File: config.mk
export PLATFORM = sky130hd
export DESIGN_NAME = brushless_drive_seq_flat
export DESIGN_NICKNAME = d
export VERILOG_FILES = /design/src/rtl/brushless_drive_seq_if.sv /design/src/rtl/brushless_drive_seq.sv /design/src/flat_wrapper.sv
export SDC_FILE = /design/constraint.sdc
export NUM_CORES = 1
export LEC_CHECK = 0
export CELL_PAD_IN_SITES_DETAIL_PLACEMENT = 0
export CELL_PAD_IN_SITES_GLOBAL_PLACEMENT = 1
export CORE_MARGIN = 4
export CORE_UTILIZATION = 35
export CTS_CLUSTER_DIAMETER = 120
export DETAILED_ROUTE_END_ITERATION = 6
export PLACE_DENSITY = 0.77
export RECOVER_POWER = 25
export SLEW_MARGIN = 0
export SYNTH_ARGS = -nofsm -noshare
export SYNTH_HDL_FRONTEND = slang
export SYNTH_SLANG_ARGS = --single-unit
File: constraint.sdc
create_clock -name clk -period 3.45 [get_ports clk]
set_input_delay 0.5175 -clock clk [delete_from_list [all_inputs] [get_ports clk]]
set_output_delay 0.5175 -clock clk [all_outputs]
set_load 0.01 [all_outputs]
File: src/rtl/brushless_drive_seq_if.sv
// Command, hall-sensor and drive-output bundle for brushless_drive_seq.
// The hall_err signal exists only when HALL_ERR_CHK_EN is defined.
interface brushless_drive_seq_if;
    logic        cmd_en;
    logic [11:0] cmd_mag;
    logic        brake_req;
    logic        hallGrn;
    logic        hallYlw;
    logic        hallBlu;
    logic        PWM_synch;
    logic [11:0] drv_mag;
    logic        brake_n;
    logic        stall;
    logic [2:0]  state;
`ifdef HALL_ERR_CHK_EN
    logic        hall_err;
`endif

    modport master (
        output cmd_en, cmd_mag, brake_req, hallGrn, hallYlw, hallBlu, PWM_synch,
        input  drv_mag, brake_n, stall, state
`ifdef HALL_ERR_CHK_EN
        , input hall_err
`endif
    );

    modport slave (
        input  cmd_en, cmd_mag, brake_req, hallGrn, hallYlw, hallBlu, PWM_synch,
        output drv_mag, brake_n, stall, state
`ifdef HALL_ERR_CHK_EN
        , output hall_err
`endif
    );
endinterface

File: src/rtl/brushless_drive_seq.sv
// Drive sequencer ahead of the commutation block: soft ramp, timed brake, stall fault.
// Define HALL_ERR_CHK_EN to also fault on illegal hall codes (000/111) and expose hall_err.
module brushless_drive_seq #(
    parameter int unsigned RAMP_STEP = 16,
    parameter int unsigned STALL_PER = 64,
    parameter logic [11:0] STALL_MIN = 12'h100,
    parameter int unsigned BRAKE_PER = 32
) (
    input  logic                  clk,
    input  logic                  rst,
    brushless_drive_seq_if.slave  bus
);
    typedef enum logic [2:0] {
        IDLE  = 3'd0,
        RAMP  = 3'd1,
        RUN   = 3'd2,
        BRAKE = 3'd3,
        STALL = 3'd4
    } state_t;

    localparam int SCW = $clog2(STALL_PER + 1);
    localparam int BCW = $clog2(BRAKE_PER + 1);
    localparam logic [SCW-1:0] STALL_LIM = SCW'(STALL_PER);
    localparam logic [BCW-1:0] BRAKE_LIM = BCW'(BRAKE_PER);
    localparam logic [12:0]    STEP      = 13'(RAMP_STEP);

    logic [2:0]     hall_meta, hall_sync, hall_prev;
    state_t         state_q, state_d;
    logic [11:0]    mag_q, mag_d;
    logic           brake_n_q, brake_n_d;
    logic           stall_q, stall_d;
    logic [SCW-1:0] stall_cnt_q, stall_cnt_d;
    logic [BCW-1:0] brk_cnt_q, brk_cnt_d;

    logic           hall_chg, driving, armed, stall_hit, fault;
    logic [11:0]    tgt, ramp_mag;
    logic [12:0]    up, dn;

    assign hall_chg  = (hall_sync != hall_prev);
    assign tgt       = bus.cmd_en ? bus.cmd_mag : 12'd0;
    assign driving   = (state_q == RAMP) || (state_q == RUN);
    assign armed     = driving && (mag_q >= STALL_MIN);
    assign stall_hit = armed && (stall_cnt_q == STALL_LIM);

`ifdef HALL_ERR_CHK_EN
    logic hall_bad, hall_err_hit;
    logic bad_seen_q, bad_seen_d;
    logic hall_err_q, hall_err_d;

    assign hall_bad     = (hall_sync == 3'b000) || (hall_sync == 3'b111);
    assign hall_err_hit = driving && bus.PWM_synch && hall_bad && bad_seen_q;
    assign fault        = stall_hit || hall_err_hit;

    // Remembers whether the previous PWM period's sample was already illegal.
    always_comb begin
        bad_seen_d = bad_seen_q;
        if (!driving)
            bad_seen_d = 1'b0;
        else if (bus.PWM_synch)
            bad_seen_d = hall_bad;
    end

    assign bus.hall_err = hall_err_q;
`else
    assign fault = stall_hit;
`endif

    // 13-bit arithmetic so the step can clamp at the target without wrapping.
    always_comb begin
        up       = {1'b0, mag_q} + STEP;
        dn       = {1'b0, mag_q} - STEP;
        ramp_mag = mag_q;
        if (mag_q < tgt)
            ramp_mag = (up > {1'b0, tgt}) ? tgt : up[11:0];
        else if (mag_q > tgt)
            ramp_mag = (dn[12] || (dn < {1'b0, tgt})) ? tgt : dn[11:0];
    end

    always_comb begin
        stall_cnt_d = stall_cnt_q;
        if (!armed || hall_chg)
            stall_cnt_d = '0;
        else if (bus.PWM_synch && (stall_cnt_q != STALL_LIM))
            stall_cnt_d = stall_cnt_q + 1'b1;
    end

    // NOTE: every output of this block gets a default first so no path leaves a latch.
    always_comb begin
        state_d   = state_q;
        mag_d     = mag_q;
        brake_n_d = 1'b1;
        stall_d   = stall_q;
        brk_cnt_d = brk_cnt_q;
`ifdef HALL_ERR_CHK_EN
        hall_err_d = hall_err_q;
`endif
        case (state_q)
            IDLE: begin
                mag_d = '0;
                if (bus.brake_req) begin
                    state_d   = BRAKE;
                    brake_n_d = 1'b0;
                    brk_cnt_d = '0;
                end else if (bus.cmd_en) begin
                    state_d = RAMP;
                end
            end
            RAMP, RUN: begin
                if (fault) begin
                    state_d   = STALL;
                    mag_d     = '0;
                    brake_n_d = 1'b0;
                    stall_d   = 1'b1;
                    brk_cnt_d = '0;
`ifdef HALL_ERR_CHK_EN
                    hall_err_d = hall_err_hit;
`endif
                end else if (bus.brake_req) begin
                    state_d   = BRAKE;
                    mag_d     = '0;
                    brake_n_d = 1'b0;
                    brk_cnt_d = '0;
                end else if (state_q == RAMP) begin
                    if (bus.PWM_synch)
                        mag_d = ramp_mag;
                    if ((mag_q == tgt) && bus.cmd_en)
                        state_d = RUN;
                    else if ((mag_q == 12'd0) && !bus.cmd_en)
                        state_d = IDLE;
                end else if (tgt != mag_q) begin
                    state_d = RAMP;
                end
            end
            BRAKE, STALL: begin
                mag_d     = '0;
                brake_n_d = 1'b0;
                if (bus.PWM_synch && (brk_cnt_q != BRAKE_LIM))
                    brk_cnt_d = brk_cnt_q + 1'b1;
                if (brk_cnt_q == BRAKE_LIM) begin
                    // Brake exits on request release; a stall only on dropping the run request.
                    if ((state_q == BRAKE) ? !bus.brake_req : !bus.cmd_en) begin
                        state_d   = IDLE;
                        brake_n_d = 1'b1;
                        stall_d   = 1'b0;
`ifdef HALL_ERR_CHK_EN
                        hall_err_d = 1'b0;
`endif
                    end
                end
            end
            default: begin
                state_d = IDLE;
                mag_d   = '0;
                stall_d = 1'b0;
            end
        endcase
    end

    // NOTE: sequential state uses non-blocking assignments so every flop samples pre-edge values.
    always_ff @(posedge clk) begin
        if (rst) begin
            hall_meta   <= '0;
            hall_sync   <= '0;
            hall_prev   <= '0;
            state_q     <= IDLE;
            mag_q       <= '0;
            brake_n_q   <= 1'b1;
            stall_q     <= 1'b0;
            stall_cnt_q <= '0;
            brk_cnt_q   <= '0;
`ifdef HALL_ERR_CHK_EN
            bad_seen_q  <= 1'b0;
            hall_err_q  <= 1'b0;
`endif
        end else begin
            hall_meta   <= {bus.hallGrn, bus.hallYlw, bus.hallBlu};
            hall_sync   <= hall_meta;
            hall_prev   <= hall_sync;
            state_q     <= state_d;
            mag_q       <= mag_d;
            brake_n_q   <= brake_n_d;
            stall_q     <= stall_d;
            stall_cnt_q <= stall_cnt_d;
            brk_cnt_q   <= brk_cnt_d;
`ifdef HALL_ERR_CHK_EN
            bad_seen_q  <= bad_seen_d;
            hall_err_q  <= hall_err_d;
`endif
        end
    end

    assign bus.drv_mag = mag_q;
    assign bus.brake_n = brake_n_q;
    assign bus.stall   = stall_q;
    assign bus.state   = state_q;
endmodule
File: src/flat_wrapper.sv
// flat-port wrapper written by rule: the top's interface ports become plain ports
module brushless_drive_seq_flat 
#(
    parameter int unsigned RAMP_STEP = 16,
    parameter int unsigned STALL_PER = 64,
    parameter logic [11:0] STALL_MIN = 12'h100,
    parameter int unsigned BRAKE_PER = 32
)
  (clk, rst, bus_cmd_en, bus_cmd_mag, bus_brake_req, bus_hallGrn, bus_hallYlw, bus_hallBlu, bus_PWM_synch, bus_drv_mag, bus_brake_n, bus_stall, bus_state);
  brushless_drive_seq_if bus_i ();
  input  logic clk;
  input  logic rst;
  input wire logic [$bits(bus_i.cmd_en)-1:0] bus_cmd_en;
  input wire logic [$bits(bus_i.cmd_mag)-1:0] bus_cmd_mag;
  input wire logic [$bits(bus_i.brake_req)-1:0] bus_brake_req;
  input wire logic [$bits(bus_i.hallGrn)-1:0] bus_hallGrn;
  input wire logic [$bits(bus_i.hallYlw)-1:0] bus_hallYlw;
  input wire logic [$bits(bus_i.hallBlu)-1:0] bus_hallBlu;
  input wire logic [$bits(bus_i.PWM_synch)-1:0] bus_PWM_synch;
  output wire logic [$bits(bus_i.drv_mag)-1:0] bus_drv_mag;
  output wire logic [$bits(bus_i.brake_n)-1:0] bus_brake_n;
  output wire logic [$bits(bus_i.stall)-1:0] bus_stall;
  output wire logic [$bits(bus_i.state)-1:0] bus_state;
  assign bus_i.cmd_en = bus_cmd_en;
  assign bus_i.cmd_mag = bus_cmd_mag;
  assign bus_i.brake_req = bus_brake_req;
  assign bus_i.hallGrn = bus_hallGrn;
  assign bus_i.hallYlw = bus_hallYlw;
  assign bus_i.hallBlu = bus_hallBlu;
  assign bus_i.PWM_synch = bus_PWM_synch;
  assign bus_drv_mag = bus_i.drv_mag;
  assign bus_brake_n = bus_i.brake_n;
  assign bus_stall = bus_i.stall;
  assign bus_state = bus_i.state;
  brushless_drive_seq #(.RAMP_STEP(RAMP_STEP), .STALL_PER(STALL_PER), .STALL_MIN(STALL_MIN), .BRAKE_PER(BRAKE_PER)) u_core (.clk(clk), .rst(rst), .bus(bus_i));
endmodule
==> out/qor.yml <==
outcome:
  outcome: "completed"
finish:
  final_common_cell: "nor2_1"
  diodes: 0
  final_cell_mix: "43 x nor2_1, 38 x dfxtp_1, 37 x buf_4, 33 x ha_1, 32 x nand2_1"
  fillCellCount: 812
  syn_to_final_growth_pct: 29.6
  postLayoutCellArea_mm2: 0.00377
  num-nets-final: 478
  final-seq-area_um2: 782
  multi_input_area_mm2: 0.00203
  drive_above_1_share_pct: 14.1
sta:
  slew_violations: 0
  setup_viol: 0
  period_needed_ns: 3.34
  hold_viol: 0
  max_slew_margin_pct: 63.0
  fin_crit_sh_pct: 96.7
  fin_worst_skew_ns: 0.00563
  max_freq_mhz: 300
  tightest_slew_ns: 0.549
power:
  p_seq_share_pct: 42.5
  power.density_mw_per_mm2: 296
  switching_share_pct: 28.9
  power_frac_clock_pct: 36.0
  p_comb_share_pct: 21.5
  leakagePower_nw: 1.49
  switching_power_w: 0.000323
  fin_total_pwr_w: 0.00112
  p_int_w: 0.000794
  ir_drop_mv: 0.197
critical_path:
  cpMaxStageDelayCell: "or4_4"
  r2r_end: "u_core.bus.drv_mag[2]"
  r2r_slack_ns: 0.11
  r2r_start: "u_core.bus.drv_mag[4]"
  startpoint_type: "register"
  path_delay_family: "simple AND/OR/NAND/NOR gates"
  worstPathArrival_ns: 3.58
  path_cells: "or4_4, nor4_4, xor2_1, ha_1, o2111ai_1, a21oi_2, and4_4, a221oi_4, nor2_2, nor3b_4, mux2_1, nor2_1"
  cp-end-kind: "register"
  worst-path-buf-inv: 0
  cp.depth: 12
  slowest_delay_ns: 0.60
  cp_max_fo: 6
  worstPathRequired_ns: 3.69
  r2r_cells: 12
  critPathKind: "register to register"
synthesis:
  synthDistinctLibCells: 59
  yosys_register_bits: 39
  seq_area_frac_synth_pct: 26.8
  yosysWarnings: 0
  synth_edf_count: 0
  avgSynthCellArea_um2: 8.16
  synth_fp_nets: 410
  syn_inst: 357
  synthArstFlopShare_pct: 0
  syn_area_mm2: 0.00291
  ys.flop_type: "dfxtp_1"
clock_network:
  cts_buffers: 5
  cts_tree: "built"
  holdBufCountCts: 0
  h-tree-depth: 2
  clk_pin_slew_ns: 0.09
  ctsLongestPathBuffers: 2
  cts-root-buf: "clkbuf_8"
  clk-insertion-delay-late_ns: 0.30
  clock-sinks: 39
drt:
  vias: 2837
  ant_nets: 0
  drt-vias-per-instance: 5.34
  dr.pass1.iters: 5
  drt_iter0_markers: 158
  post_drt_wl_per_cell_um: 15.2
  wirelength_um: 8060
  drc: 0
floorplan:
  core-area_mm2: 0.00813
  die_area_mm2: 0.00984
  initial_utilization_pct: 35.8
  dieWidth_um: 99.2
  dieHeight_um: 99.2
  row_count: 33
  num_io_pins: 37
global_route:
  grt_pass1_wl_um: 13300
  grt_use_met3_pct: 2.66
  grt_antenna_before_repair: 0
  busiest_layer: "met2"
  grt_max_degree: 18
  grt_pass1_vias: 2729
  grt-ovfl-total: 0
  grtUsageTotal_pct: 16.6
  grt_use_met1_pct: 21.9
  grt_use_met2_pct: 27.4
min_path:
  holdPathStages: 1
  min_path_type: "register to register"
  hp-start: "u_core.hall_meta[1]"
  hold_path_end: "u_core.hall_sync[1]"
placed_design:
  io_buffers: 36
  dp_hpwl_um: 6230
  placed_area_mm2: 0.00363
  place.gp.congestion: 0.892
flow_run:
  cap_violations: 0
## synth_stat cells (all sizes together), types with 8 or more instances
cell type | n | area share (%)
nor2 | 44 | 5.8
dfxtp | 39 | 27
ha | 33 | 14
nand2 | 32 | 4.1
a21oi | 24 | 4.3
o21ai | 22 | 3.8
nand3 | 15 | 2.6
xor2 | 14 | 4.2
inv | 13 | 1.7
nor2b | 13 | 2.8
clkbuf | 9 | 1.2
nand4 | 8 | 1.7
## worst max path at each step
stage | to | slack [ns] | start
after global routing | u_core.bus.drv_mag[2] | -0.05 | u_core.bus.drv_mag[4]
after detailed placement | u_core.bus.drv_mag[6] | -0.27 | bus_cmd_en
after CTS | u_core.bus.drv_mag[2] | 0.003 | u_core.bus.drv_mag[4]
after floorplan | u_core.bus.drv_mag[1] | 0.13 | bus_cmd_en
final | u_core.bus.drv_mag[2] | 0.11 | u_core.bus.drv_mag[4]
after global placement | u_core.bus.drv_mag[10] | -0.23 | bus_cmd_en
## power groups by stage
| stage | sequential, W | clock, W | combinational [W] |
|---|---|---|---|
| floorplan | 0.000480 | 0 | 0.000137 |
| global placement | 0.000486 | 0 | 0.000233 |
| detailed placement | 0.000486 | 0 | 0.000234 |
| CTS | 0.000475 | 0.000418 | 0.000236 |
| global route | 0.000478 | 0.000432 | 0.000265 |
| finish | 0.000475 | 0.000402 | 0.000240 |
## stage by stage
stage                     hold WS, ns  instances  setup slack (ns)  util [%]  setup TNS [ns]
after floorplan                 0.414        357             0.128         -               0
after global placement          0.418        522            -0.231      44.6          -0.995
after detailed placement        0.426        522            -0.271      44.6           -1.62
after CTS                       0.447        530           0.00269      46.0               0
after global routing            0.461        531           -0.0519      46.4          -0.127
final                           0.442        531             0.112      46.4               0
## routing by layer
metal	vias up	part of all wire (%)
li1	1433	-
met1	1320	47
met2	73	47
met3	11	4.4
met4	0	1.4
met5	-	0
## registers in the layout (all words and copies together) (netlist names)
name / cells
u_core.bus.state: 3
u_core.brk_cnt_q: 6
u_core.bus.drv_mag: 12
u_core.hall_prev: 3
u_core.bus.brake_n: 1
u_core.stall_cnt_q: 7
u_core.hall_sync: 3
u_core.hall_meta: 3
u_core.bus.stall: 1
## logic make-up (layout without fill, tap and decap cells)
| logic type | count (synthesis) | count (layout) | share of synthesized area (%) |
|---|---|---|---|
| mux | 4 | 4 | 1.50 |
| buf+inv | 27 | 96 | 4.13 |
| xor+xnor | 21 | 21 | 6.32 |
| simple gates | 146 | 146 | 26.4 |
| compound gates | 87 | 87 | 20.6 |
| flops | 39 | 39 | 26.8 |
| fa+ha+maj | 33 | 33 | 14.2 |
## cell type report
type                            instances  share of cell area [%]
Tap cell                              105                    3.48
Timing Repair Buffer                   75                    17.5
Multi-Input combinational cell        291                    53.9
Clock inverter                          3                    1.23
Sequential cell                        39                    20.7
Clock buffer                            5                    1.82
Inverter                               13                    1.29
## repair_timing
action                                  in CTS  in global routing
setup buffers                                0                  1
endpoints found under the setup margin       0                 12
endpoints found under the hold margin        0                  0
gates resized for setup                      0                  7
(Power assumes the default switching activity.)
